File: config.mk
export PLATFORM = sky130hd
export DESIGN_NAME = mux_rr_arbiter_flat
export DESIGN_NICKNAME = d
export VERILOG_FILES = /design/src/rtl/mux_rr_arbiter_if.sv /design/src/rtl/mux_rr_arbiter.sv /design/src/flat_wrapper.sv
export SDC_FILE = /design/constraint.sdc
export NUM_CORES = 1
export LEC_CHECK = 0
export CAP_MARGIN = 10
export CORE_ASPECT_RATIO = 0.5
export CORE_MARGIN = 5
export CORE_UTILIZATION = 40
export CTS_CLUSTER_DIAMETER = 200
export DETAILED_ROUTE_END_ITERATION = 8
export GPL_TIMING_DRIVEN = 0
export PLACE_DENSITY_LB_ADDON = 0.05
export SYNTH_ARGS = -nofsm -noshare
export SYNTH_HDL_FRONTEND = slang
export SYNTH_SLANG_ARGS = --single-unit
File: constraint.sdc
create_clock -name clk_2 -period 2.7 [get_ports clk_2]
set_input_delay 0.54 -clock clk_2 [delete_from_list [all_inputs] [get_ports clk_2]]
set_output_delay 0.54 -clock clk_2 [all_outputs]
set_load 0.005 [all_outputs]
File: src/rtl/mux_rr_arbiter_if.sv
// Requester-side bundle for the round-robin output arbiter: the request and
// packed data inputs plus the registered grant/channel outputs.
interface mux_rr_arbiter_if #(
  parameter int NREQ        = 4,
  parameter int NBITS_DATA  = 2,
  parameter int HOLD_CYCLES = 3
);
  localparam int IDX_W = $clog2(NREQ);
  localparam int CNT_W = $clog2(HOLD_CYCLES) + 1;

  logic [NREQ-1:0]            req;
  logic [NREQ*NBITS_DATA-1:0] data_in;
  logic [NREQ-1:0]            grant;
  logic                       grant_valid;
  logic [IDX_W-1:0]           grant_idx;
  logic [NBITS_DATA-1:0]      data_out;
  logic [CNT_W-1:0]           hold_cnt;

  // Requesters drive req/data_in and watch the grant and channel.
  modport master (
    output req, data_in,
    input  grant, grant_valid, grant_idx, data_out, hold_cnt
  );

  // The arbiter consumes requests and owns the channel outputs.
  modport slave (
    input  req, data_in,
    output grant, grant_valid, grant_idx, data_out, hold_cnt
  );
endinterface

File: src/rtl/mux_rr_arbiter.sv
// Round-robin arbiter sharing one narrow registered output channel among
// NREQ requesters. A grant lasts at most HOLD_CYCLES cycles and is always
// followed by at least one idle cycle (break-before-make). Every output is a
// register, so downstream muxes can drive board pins straight from it.
// NREQ must be a power of two (>=2) so pointer arithmetic wraps naturally.
module mux_rr_arbiter #(
  parameter int NREQ        = 4,
  parameter int NBITS_DATA  = 2,
  parameter int HOLD_CYCLES = 3
) (
  input logic              clk_2,
  input logic              reset_n,
  mux_rr_arbiter_if.slave  bus
);
  localparam int IDX_W = $clog2(NREQ);
  localparam int CNT_W = $clog2(HOLD_CYCLES) + 1;

  typedef enum logic [0:0] {
    ST_IDLE = 1'b0,
    ST_BUSY = 1'b1
  } state_t;

  state_t                r_state;
  logic [NREQ-1:0]       r_grant;
  logic                  r_grant_valid;
  logic [IDX_W-1:0]      r_grant_idx;
  logic [IDX_W-1:0]      r_ptr;
  logic [NBITS_DATA-1:0] r_data;
  logic [CNT_W-1:0]      r_hold;

  logic [NBITS_DATA-1:0] w_slice [NREQ];
  logic [NREQ-1:0]       w_rot;
  logic [IDX_W-1:0]      w_off;
  logic [IDX_W-1:0]      w_sel;
  logic [IDX_W-1:0]      w_ptr_next;
  logic [NREQ-1:0]       w_sel_onehot;
  logic                  w_any;
  logic                  w_held_req;
  logic                  w_release;
  logic [NBITS_DATA-1:0] w_sel_data;
  logic [NBITS_DATA-1:0] w_held_data;

  // Per-requester lanes: data slices, and requests rotated so that lane 0 is
  // the requester the pointer currently favours.
  genvar gi;
  generate
    for (gi = 0; gi < NREQ; gi++) begin : g_lane
      assign w_slice[gi] = bus.data_in[gi*NBITS_DATA +: NBITS_DATA];
      assign w_rot[gi]   = bus.req[r_ptr + IDX_W'(gi)];
    end
  endgenerate

  // Find the lowest set bit of the rotated request vector (offset from ptr).
  always_comb begin
    w_off = '0;
    for (int i = NREQ - 1; i >= 0; i--) begin
      if (w_rot[i]) begin
        w_off = IDX_W'(i);
      end
    end
  end

  assign w_any        = |bus.req;
  assign w_sel        = r_ptr + w_off;
  assign w_ptr_next   = w_sel + IDX_W'(1);
  assign w_sel_onehot = {{(NREQ-1){1'b0}}, 1'b1} << w_sel;
  assign w_sel_data   = w_slice[w_sel];
  assign w_held_req   = bus.req[r_grant_idx];
  assign w_held_data  = w_slice[r_grant_idx];
  // A grant ends when its owner withdraws or the hold window is used up.
  assign w_release    = !w_held_req || (r_hold == '0);

  // Arbitration FSM: every channel output is loaded here, never decoded.
  always_ff @(posedge clk_2 or negedge reset_n) begin
    if (!reset_n) begin
      r_state       <= ST_IDLE;
      r_grant       <= '0;
      r_grant_valid <= 1'b0;
      r_grant_idx   <= '0;
      r_ptr         <= '0;
      r_data        <= '0;
      r_hold        <= '0;
    end else begin
      case (r_state)
        ST_IDLE: begin
          if (w_any) begin
            r_state       <= ST_BUSY;
            r_grant       <= w_sel_onehot;
            r_grant_valid <= 1'b1;
            r_grant_idx   <= w_sel;
            r_data        <= w_sel_data;
            r_hold        <= CNT_W'(HOLD_CYCLES - 1);
            r_ptr         <= w_ptr_next;
          end else begin
            r_grant       <= '0;
            r_grant_valid <= 1'b0;
            r_data        <= '0;
            r_hold        <= '0;
          end
        end
        ST_BUSY: begin
          if (w_release) begin
            // Index and pointer are kept so the last owner stays visible.
            r_state       <= ST_IDLE;
            r_grant       <= '0;
            r_grant_valid <= 1'b0;
            r_data        <= '0;
            r_hold        <= '0;
          end else begin
            r_hold        <= r_hold - CNT_W'(1);
            r_data        <= w_held_data;
          end
        end
        default: begin
          r_state       <= ST_IDLE;
          r_grant       <= '0;
          r_grant_valid <= 1'b0;
          r_data        <= '0;
          r_hold        <= '0;
        end
      endcase
    end
  end

  assign bus.grant       = r_grant;
  assign bus.grant_valid = r_grant_valid;
  assign bus.grant_idx   = r_grant_idx;
  assign bus.data_out    = r_data;
  assign bus.hold_cnt    = r_hold;

endmodule

File: src/flat_wrapper.sv
// flat-port wrapper written by rule: the top's interface ports become plain ports
module mux_rr_arbiter_flat 
#(
  parameter int NREQ        = 4,
  parameter int NBITS_DATA  = 2,
  parameter int HOLD_CYCLES = 3
)
  (clk_2, reset_n, bus_req, bus_data_in, bus_grant, bus_grant_valid, bus_grant_idx, bus_data_out, bus_hold_cnt);
  mux_rr_arbiter_if #(.NREQ(NREQ), .NBITS_DATA(NBITS_DATA), .HOLD_CYCLES(HOLD_CYCLES)) bus_i ();
  input logic clk_2;
  input logic reset_n;
  input wire logic [$bits(bus_i.req)-1:0] bus_req;
  input wire logic [$bits(bus_i.data_in)-1:0] bus_data_in;
  output wire logic [$bits(bus_i.grant)-1:0] bus_grant;
  output wire logic [$bits(bus_i.grant_valid)-1:0] bus_grant_valid;
  output wire logic [$bits(bus_i.grant_idx)-1:0] bus_grant_idx;
  output wire logic [$bits(bus_i.data_out)-1:0] bus_data_out;
  output wire logic [$bits(bus_i.hold_cnt)-1:0] bus_hold_cnt;
  assign bus_i.req = bus_req;
  assign bus_i.data_in = bus_data_in;
  assign bus_grant = bus_i.grant;
  assign bus_grant_valid = bus_i.grant_valid;
  assign bus_grant_idx = bus_i.grant_idx;
  assign bus_data_out = bus_i.data_out;
  assign bus_hold_cnt = bus_i.hold_cnt;
  mux_rr_arbiter #(.NREQ(NREQ), .NBITS_DATA(NBITS_DATA), .HOLD_CYCLES(HOLD_CYCLES)) u_core (.clk_2(clk_2), .reset_n(reset_n), .bus(bus_i));
endmodule
==> run metrics, run 1 <==
run status=finished, final reports clean; CTS Buf Count=3; unrepaired setup endpoints after global routing=true; initial antenna violation count=0; DRT antenna net count=0; Die ar.=slightly below 4000 um^2; fmax=roughly 0.4 GHz; Worst path slowest cell=mux4_1; Post-Route WL=about 2.5 mm; Die X=about 83 um; most frequent CP cell=buf_6; GP Congestion=between 0.7 and 0.8; Syn Inst Count=~110; Worst-Skew Late Latency=between 200 and 250 ps; final setup vio count=0; CP max stage delay=approximately 540 ps; critical-path cell list=buf_6 > nor2b_1 > a221oi_2 > a31oi_1 > a211o_2 > ha_1 > buf_6 > mux4_1 > mux2i_1 > o21ai_1; I/O Pins=26; vias per inst=5.180; share of the synthesized area in the top cell type=between 30% and 40%; drc violations=0; Max Root-Sink Buffers=2; PortBufs=23; Die Ht=around 46 um; post-placement cell area=roughly 1300 um^2; period utilization=95.35%; vias=a little under 900; syn nets=roughly 130; CP Data Arrival Time=2680 ps; Rel. slew slack=about 55%; TritonRoute pass-1 iters=4; final hold violation count=0; hold path startpoint=u_core.bus.hold_cnt[0]; Seq/Total Area, Yosys=about a third; syn avg cell area=~9.8 um^2; maximum vdd drop=between 0.0006 and 0.0007 V; GRT Overall Usage=about 14%; fill count=~250; Pleak=0.5898 nW; hold_buf cts=0; max_cap viols=0; # rows=13; worst path required time=approximately 2800 ps; starting density of the core=41.38%; critical path launch point type=flop; crit path buf inv count=2; largest net degree at the start of global routing=16; post-synth top area cell=dfrtp_1; core area=about 2600 um^2; first-pass GRT wire length=4.008 mm; GRT Residual Overflow=0; wire length per cell=between 10 and 15 um; CTS Root Cell=clkbuf_8; CTS sink cnt=15; Top delay family on crit path=multiplexers; Final HPWL DP=approximately 1.8 mm; layout overhead on the synthesized area=32.00%; fraction of layout cells with a size suffix above 1=around 16%; worst r2r src=u_core.r_ptr[0]; drt initial violations=72; Worst Setup End Kind=flop; Syn. warnings=0; min Tclk post-route=2575 ps; final slew viol count=0; fin area=1404 um^2; CTS tree=built; CP startpoint=u_core.r_ptr[0]; Hold Path Class=reg -> reg; clk slew on worst S/H paths=about 60 ps; reg-to-reg slack, setup=around 130 ps; most frequent cells in the layout=clkdlybuf4s50_1, dfrtp_1, nor2_1, nand2_1; CP max FO=10; most common cell after layout, fill and taps aside=clkdlybuf4s50_1; measured slew at the worst slew-check pin=approximately 680 ps; Synth Cell Area=about 1100 um^2; post-CTS setup buffers=0; top cells by area, synth=dfrtp_1, mux4_1, nor2_1; Clock Skew=1.218 ps; vias in the first global route=a little over 800; n_diodes=0; synth unique cells=40; # nets final=around 150; CTS HTree Levels=1; Crit Path Class=reg -> reg; pwr dens=~1200 nW/um^2; Seq cells post-synth=15; WHS=between 400 and 500 ps
## flip-flops by register name, summed over array words and instances (netlist names)
signal	count
u_core.bus.grant	4
u_core.bus.hold_cnt	3
u_core.bus.data_out	2
u_core.bus.grant_idx	2
u_core.r_ptr	2
u_core.bus.grant_valid	1
u_core.r_state	1
## Yosys cell counts (all sizes together)
cell type / number
nand2b: 3
o2111ai: 1
ha: 3
nand3b: 1
nand2: 12
a31oi: 2
a211o: 1
nand3: 1
nor3: 4
o31ai: 1
a2111oi: 2
clkbuf: 3
a221oi: 1
o21a: 3
nor4: 1
xnor2: 2
mux2i: 5
inv: 4
nor2: 14
mux4: 4
a21oi: 3
a22o: 2
or2: 1
nor3b: 2
o21ai: 5
mux2: 2
a32oi: 1
nor2b: 1
buf: 5
a21o: 1
o31a: 1
dfrtp: 15
xor2: 1
## final timing paths
| check | cells past startpoint | endpoint |
|---|---|---|
| hold / removal | 1 | u_core.bus.hold_cnt[0] |
| min in group asynchronous | 1 | u_core.bus.hold_cnt[0] |
| hold reg to reg | 1 | u_core.bus.hold_cnt[0] |
| max in group asynchronous | 1 | u_core.r_state |
| setup / recovery | 10 | u_core.bus.data_out[0] |
| setup reg to reg | 10 | u_core.bus.data_out[0] |
## final cells by class
type / instances / area (um^2) / share of cell area (%)
Multi-Input combinational cell: 81 / 633.1 / 45.10
Tap cell: 37 / 46.29 / 3.298
Buffer: 8 / 58.81 / 4.189
Clock buffer: 4 / 45.04 / 3.209
Timing Repair Buffer: 23 / 230.2 / 16.40
Sequential cell: 15 / 375.4 / 26.74
Inverter: 4 / 15.01 / 1.070
## cell families (layout without fill, tap and decap cells)
kind of cell    count (synthesis)  after routing  share of synthesized area (%)
mux                            11             11                          16.35
buf+inv                        12             39                          6.235
flops                          15             15                          35.29
fa+ha+maj                       3              3                          3.530
compound gates                 24             24                          16.00
simple gates                   40             40                          17.65
xor+xnor                        3              3                          4.942
## report_power, final
part,internal [W],total (W),switching (W)
Combinational,0.000597,0.00115,0.000555
Sequential,0.000327,0.000396,0.0000687
Clock,0.000104,0.000179,0.0000744
## timing repair
action / 4_1_cts / 5_1_grt
gates resized for setup: 5 / 6
endpoints found under the setup margin: 5 / 2
pin swaps: 0 / 0
## metal layers
layer | vias to the layer above | part of all wire, % | track usage (%)
met5 | - | 0 | 0
met1 | 425 | 56 | 19.76
met4 | 0 | 0 | 0.9772
li1 | 447 | - | -
met3 | 0 | 4.0 | 4.107
met2 | 19 | 40 | 20.86
## worst reg2reg max path, cell delays in order, from the launching register on
cell	delay, ps
dfrtp_1	390
buf_6	140
nor2b_1	140
a221oi_2	200
a31oi_1	70
a211o_2	310
ha_1	290
buf_6	140
mux4_1	550
mux2i_1	150
o21ai_1	70
## through the flow
step                      setup TNS (ps)  power (W)  setup slack (ps)  std cells  utilization (%)
after CTS                              0   0.001703             38.42        172            54.04
after floorplan                        0   0.001171             40.38        108                -
final                                  0   0.001726             125.4        172            54.63
after global routing              -2.439   0.001878            -2.439        172            54.63
after global placement             -2859   0.001503            -607.2        168            52.19
after detailed placement           -2651   0.001502            -603.4        168            52.19
No activity file was read; power rests on OpenSTA's default activity.
==> inputs of run 2 (changes only) <==
--- a/config.mk
+++ b/config.mk
@@ -6,9 +6,8 @@
 export NUM_CORES = 1
 export LEC_CHECK = 0
 export CAP_MARGIN = 10
-export CORE_ASPECT_RATIO = 0.5
 export CORE_MARGIN = 5
-export CORE_UTILIZATION = 40
+export CORE_UTILIZATION = 44
 export CTS_CLUSTER_DIAMETER = 200
 export DETAILED_ROUTE_END_ITERATION = 8
 export GPL_TIMING_DRIVEN = 0
==> run 2 against run 1 <==
Net effect: clock power decreased by 32%; worst setup slack lost 56 ps; utilization rose by 6.8 points; first-iteration DRC count fell by 63%; sequential share of layout area is 0.36 points higher; highest routed layer is now met4.
==> run metrics, run 2 (synthesis gave the netlist of run 1 again) <==
run status=finished, final reports clean; Sequential Area=375.4 um^2 (unchanged); Critical Path End=u_core.bus.data_out[0]; maximum vdd drop=0.0007733 V (+13%); CP Data Arrival Time=2770 ps (+90 ps); hold_buf cts=0 (unchanged); Final HPWL DP=1.868 mm (+3.2%); clk slew on worst S/H paths=80 ps (+20 ps); worst r2r src=u_core.r_ptr[0]; worst path required time=2840 ps (+30 ps); first-pass GRT wire length=4.008 mm (unchanged); I/O Pins=26 (unchanged); max_cap viols=0 (unchanged); min Tclk post-route=2631 ps (+55.99 ps); vias per inst=5.567 (+7.5%); Worst Setup End Kind=flop; Worst-Skew Late Latency=270 ps (+30 ps); fill count=199 (-19%); CP startpoint=bus_req[1]; Die Ht=59.17 um (+27%); starting density of the core=47.17% (+5.8 points); Die ar.=3501 um^2 (-9.1%); pwr dens=1242 nW/um^2 (+0.98%); TritonRoute pass-1 iters=4 (unchanged); hold path cells=1 (unchanged); CTS HTree Levels=1 (unchanged); Pleak=0.5814 nW (-1.4%); Total Power=0.001720 W (-0.37%); Crit Path Class=in -> reg; wire length per cell=14.77 um (+2.3%); period utilization=97.43% (+2.1 points); Worst R2R Path Depth=10 (unchanged); drt initial violations=27 (-63%); CTS sink cnt=15 (unchanged); reg-to-reg slack, setup=80 ps (-50 ps); PortBufs=23 (unchanged); vias=913 (+2.5%); DRT antenna net count=0 (unchanged); drc violations=0 (unchanged); CTS Buf Count=3 (unchanged); # nets final=154 (+0.65%); # rows=17 (+4); Largest register FFs=4 (unchanged); CP max FO=8 (-2); Max Root-Sink Buffers=2 (unchanged); Hold Path Class=reg -> reg; initial antenna violation count=0 (unchanged); layout overhead on the synthesized area=30.24%; GRT Residual Overflow=0 (unchanged); GRT Overall Usage=14.86% (+1.3 points); GP Congestion=0.6920 (-2.4%); largest net degree at the start of global routing=16 (unchanged); WHS=466.5 ps (+21.92 ps); fraction of layout cells with a size suffix above 1=16.18% (+0.62 points); Die X=59.17 um (-29%); reg-to-reg endpoint=u_core.bus.data_out[0]; final hold violation count=0 (unchanged); critical path launch point type=primary input; Rel. slew slack=57.65% (+2.9 points); most frequent cells in the layout=clkdlybuf4s50_1, dfrtp_1, nor2_1, nand2_1; Post-Route WL=2.422 mm (-2.5%); most common cell after layout, fill and taps aside=clkdlybuf4s50_1; final setup vio count=0 (unchanged); fmax=0.3801 GHz (-2.1%); measured slew at the worst slew-check pin=633.3 ps (-44.00 ps); Final Core Density=61.43% (+6.8 points); Clock Skew=3.852 ps (+2.634 ps); n_diodes=0 (unchanged); core area=2255 um^2 (-12%); Multi-input gate area=634.4 um^2 (+0.20%); CTS Root Cell=clkbuf_4; vias in the first global route=899 (+10%); final slew viol count=0 (unchanged); CTS tree=built
## run 2: changes by cell type in the layout (fill, tap and decap cells not counted), sizes merged
cell | previous run | this run
buf | 6 | 7
## run 2: critical path, cell delays in order
cell and delay, ps:
clkdlybuf4s15_1 320, nor2b_1 90, a221oi_1 260, a31oi_1 70, a211o_2 300, ha_4 270, buf_8 120, mux4_1 550
mux2i_1 160, o21ai_1 90
## run 2: final cells by class
| class | instances | share of cell area, % |
|---|---|---|
| flip-flops and latches | 15 | 27.10 |
| well taps | 28 | 2.529 |
| repair buffers | 24 | 17.07 |
| clock buffers | 4 | 1.897 |
| multi-input cells | 81 | 45.80 |
| plain buffers | 8 | 4.517 |
| inverters | 4 | 1.084 |
## run 2: per-stage QoR
stage | cells | setup TNS [ps] | area (um^2) | setup WS (ps)
3_5_place_dp | 159 | -2653 | 1330 | -658.0
6_report | 164 | 0 | 1385 | 69.43
2_1_floorplan | 108 | 0 | 1065 | 40.38
3_3_place_gp | 159 | -2665 | 1330 | -641.0
4_1_cts | 163 | 0 | 1364 | 8.226
5_1_grt | 164 | -11.21 | 1385 | -11.21
## run 2: worst min path at each step
stage / startpoint / endpoint
floorplan: reset_n / u_core.bus.data_out[0]
global placement: u_core.bus.hold_cnt[0] / u_core.bus.hold_cnt[0]
detailed placement: u_core.bus.hold_cnt[0] / u_core.bus.hold_cnt[0]
CTS: u_core.bus.hold_cnt[0] / u_core.bus.hold_cnt[0]
global route: u_core.bus.hold_cnt[0] / u_core.bus.hold_cnt[0]
finish: u_core.bus.hold_cnt[0] / u_core.bus.hold_cnt[0]
## run 2: layer usage
| layer | share of wire (%) | global-route usage (%) | vias up |
|---|---|---|---|
| met5 | 0 | 0 | - |
| met4 | 1.2 | 5.502 | 0 |
| met2 | 52 | 24.92 | 18 |
| met1 | 45 | 19.68 | 446 |
| li1 | - | - | 445 |
| met3 | 1.8 | 1.525 | 4 |
## run 2: timing repair
item,in CTS,in global routing
resized for setup,6,4
setup endpoints to repair,2,2
pin swaps,0,2
gates cloned,0,0
setup buffers,0,1
## run 2: report_power, final
part | total [W] | leakage, nW | switching, W | internal, W
combinational | 0.00121 | 0.379 | 0.000564 | 0.000643
sequential | 0.000391 | 0.188 | 0.0000650 | 0.000326
clock | 0.000121 | 0.0150 | 0.0000642 | 0.0000572
total | 0.00172 | 0.581 | 0.000693 | 0.00103
==> inputs of run 3 (changes only) <==
==> constraint.sdc (replaced) <==
create_clock -name clk_2 -period 2.7 [get_ports clk_2]
set_input_delay 0.54 -clock clk_2 [delete_from_list [all_inputs] [get_ports clk_2]]
set_output_delay 0.54 -clock clk_2 [all_outputs]
set_load 0.1 [all_outputs]
==> results of run 3 <==
Same layout as run 2 (identical final DEF). Status: finished, final reports clean.
Power of run 3 is left out: the tool's default activity adds up to more than one toggle a clock period on the data nets, which glitch-free logic cannot reach.
==> edit (config.mk and constraints of run 1) <==
`NBITS_DATA` is set to 2 in 3 places; all go to 4.
--- a/src/rtl/mux_rr_arbiter_if.sv
+++ b/src/rtl/mux_rr_arbiter_if.sv
@@ -4,3 +4,3 @@
   parameter int NREQ        = 4,
-  parameter int NBITS_DATA  = 2,
+  parameter int NBITS_DATA  = 4,
   parameter int HOLD_CYCLES = 3
--- a/src/rtl/mux_rr_arbiter.sv
+++ b/src/rtl/mux_rr_arbiter.sv
@@ -7,3 +7,3 @@
   parameter int NREQ        = 4,
-  parameter int NBITS_DATA  = 2,
+  parameter int NBITS_DATA  = 4,
   parameter int HOLD_CYCLES = 3
--- a/src/flat_wrapper.sv
+++ b/src/flat_wrapper.sv
@@ -4,3 +4,3 @@
   parameter int NREQ        = 4,
-  parameter int NBITS_DATA  = 2,
+  parameter int NBITS_DATA  = 4,
   parameter int HOLD_CYCLES = 3
Ports: changed (resized bus_data_in and bus_data_out); port bits go from 26 to 36. No check against the original RTL was run, so the function may have changed too.
==> edit against run 1 <==
Die area increased by 21%. Worst setup slack got worse by 0.00085 ns. Synthesized cell count increased by 31%. Sequential cell count increased by 2. Non-clock buffer count increased by 15. Critical path depth increased by 3. Synthesized area increased by 26%. Hold slack improved by 0.0096 ns. Design area increased by 35%. Count of clock-buffer cells in the layout decreased by 1. Wire length increased by 34%. Total power increased by 34%. Critical endpoint unchanged.
==> edit: results (changes against run 1) <==
Routing
  • Initial DRC Count: 18 (-75%)
  • DR pass1 iterations: 4 (unchanged)
  • Via count: 1209 (+36%)
  • Per-cell routed wire length: 14.9 um (+3.3%)

Clock network
  • CTS clk-pin slew, worst paths: 0.07 ns
  • Clk Latency, worst-skew pair: ~0.25 ns
  • H-Tree Level Count: 1 (unchanged)

Status
  • Status: finished clean

Synth
  • Post-synthesis mux area share: 18.3% (+1.9 points)
  • Cell variety after synth: 43 (+7.5%)
  • Syn nets: 166 (+33%)
  • Adder-cell share of the synthesized area: 2.81% (-0.72 points)
  • Post-synth ARST share: 100% (unchanged)
  • XOR/XNOR Fraction of Synth Area: 4.96% (+0.021 points)
  • Sequential element share of the synthesized area: 31.8% (-3.5 points)
  • Most frequent cells after synthesis: 18 x nand2_1, 17 x dfrtp_1, 14 x nor2_1
  • Compound-gate portion of the synthesized area: 16.3% (+0.29 points)
  • Ranking of synthesized cells by area: dfrtp_1 32%, mux2i_1 6.7%, mux4_2 6.7%

Critical path
  • Crit Reg-Reg Startpoint: u_core.r_ptr[1]
  • Path depth of the worst reg2reg path: 13 (+3)
  • Worst-path maximum fanout: 6 (-4)

Power
  • Max VDD drop: 0.000585 V (-14%)
  • LEAKAGE: 0.000787 uW (+33%)

Cells and area
  • Final net count: 209 (+37%)
  • Final-layout fill cell count: 280 (+14%)
  • Inserted Diodes: 0 (unchanged)
  • Layout cells sized above 1: 19.1% (+3.6 points)

Timing
  • Final hold slack: 0.454 ns (+0.00964 ns)
  • Relative slew slack: 47.6% (-7.1 points)
  • Clock Skew: 0.00240 ns (+0.00118 ns)

Placed design
  • GP Congestion: 0.802 (+13%)
  • HPWL Detailed: 2.55 mm (+41%)
  • Port bufs: 35 (+52%)
  • Pre-CTS setup slack: -0.800 ns (-0.197 ns)

GRT
  • Largest net degree at the start of global routing: 18 (+2)
  • First-pass GRT wire length: 5.44 mm (+36%)
  • Overall Global Routing Usage: 14.7% (+1.1 points)
## edit: report_power, final
part           switching, uW  total, uW  internal [uW]  leakage [uW]
clock network           89.0        191            102     0.0000255
registers               80.6        448            367      0.000215
logic                    768       1670            903      0.000546
total                    938       2310           1370      0.000787
## edit: layer usage
layer / vias up / routed length, um / part of all wire [%] / track usage (%)
met1: 569 / 1600 / 48 / 20.6
met2: 41 / 1450 / 44 / 23.7
li1: 597 / - / - / -
met4: 0 / 18 / 0.54 / 2.96
met3: 2 / 252 / 7.6 / 3.52
met5: - / 0 / 0 / 0
## edit: repair_timing
item                       in CTS  in global routing
gates resized for setup        11                 26
pin swaps                       3                  2
buffers inserted                3                  0
setup endpoints to repair      10                  4
## edit: worst max-delay path, cell delays in order
cell and delay (ns):
clkdlybuf4s15_1 0.23, nor2b_2 0.20, a21oi_2 0.10, nor2_1 0.05, a211oi_2 0.14, a21oi_1 0.06, ha_1 0.32, buf_6 0.14
buf_12 0.14, mux2i_4 0.24, and3b_1 0.20, a211oi_2 0.18, o2111ai_1 0.13
## edit: logic make-up after synthesis
group,after synthesis
flops,17
fa+ha+maj,3
compound gates,29
simple gates,58
xor+xnor,6
buf+inv,11
mux,17
## edit: metrics by stage
| step | cell area [um^2] | power [uW] | std cells |
|---|---|---|---|
| 2_1_floorplan | 1340 | 1410 | 141 |
| 3_3_place_gp | 1740 | 1810 | 216 |
| 3_5_place_dp | 1740 | 1840 | 216 |
| 4_1_cts | 1830 | 2170 | 223 |
| 5_1_grt | 1900 | 2500 | 223 |
| 6_report | 1900 | 2310 | 223 |
## edit: how the worst max path moves through the flow
stage	from	endpoint	slack (ns)	depth (start not counted)
5_1_grt	bus_req[3]	u_core.bus.data_out[0]	-0.007	13
4_1_cts	bus_req[3]	u_core.bus.data_out[0]	0.02	13
6_report	bus_req[3]	u_core.bus.data_out[0]	0.12	13
2_1_floorplan	bus_req[3]	u_core.bus.data_out[2]	0.11	13
3_5_place_dp	bus_req[2]	u_core.bus.data_out[2]	-0.80	14
3_3_place_gp	bus_req[2]	u_core.bus.data_out[2]	-0.74	14
## edit: final cells by class
| cell class | count | area, um^2 | share of cell area [%] |
|---|---|---|---|
| multi-input cells | 113 | 932 | 49.0 |
| flip-flops and latches | 17 | 425 | 22.4 |
| repair buffers | 38 | 374 | 19.7 |
| plain buffers | 8 | 61.3 | 3.23 |
| well taps | 40 | 50.0 | 2.63 |
| clock buffers | 3 | 41.3 | 2.17 |
| inverters | 3 | 11.3 | 0.592 |
| clock inverters | 1 | 5.00 | 0.263 |
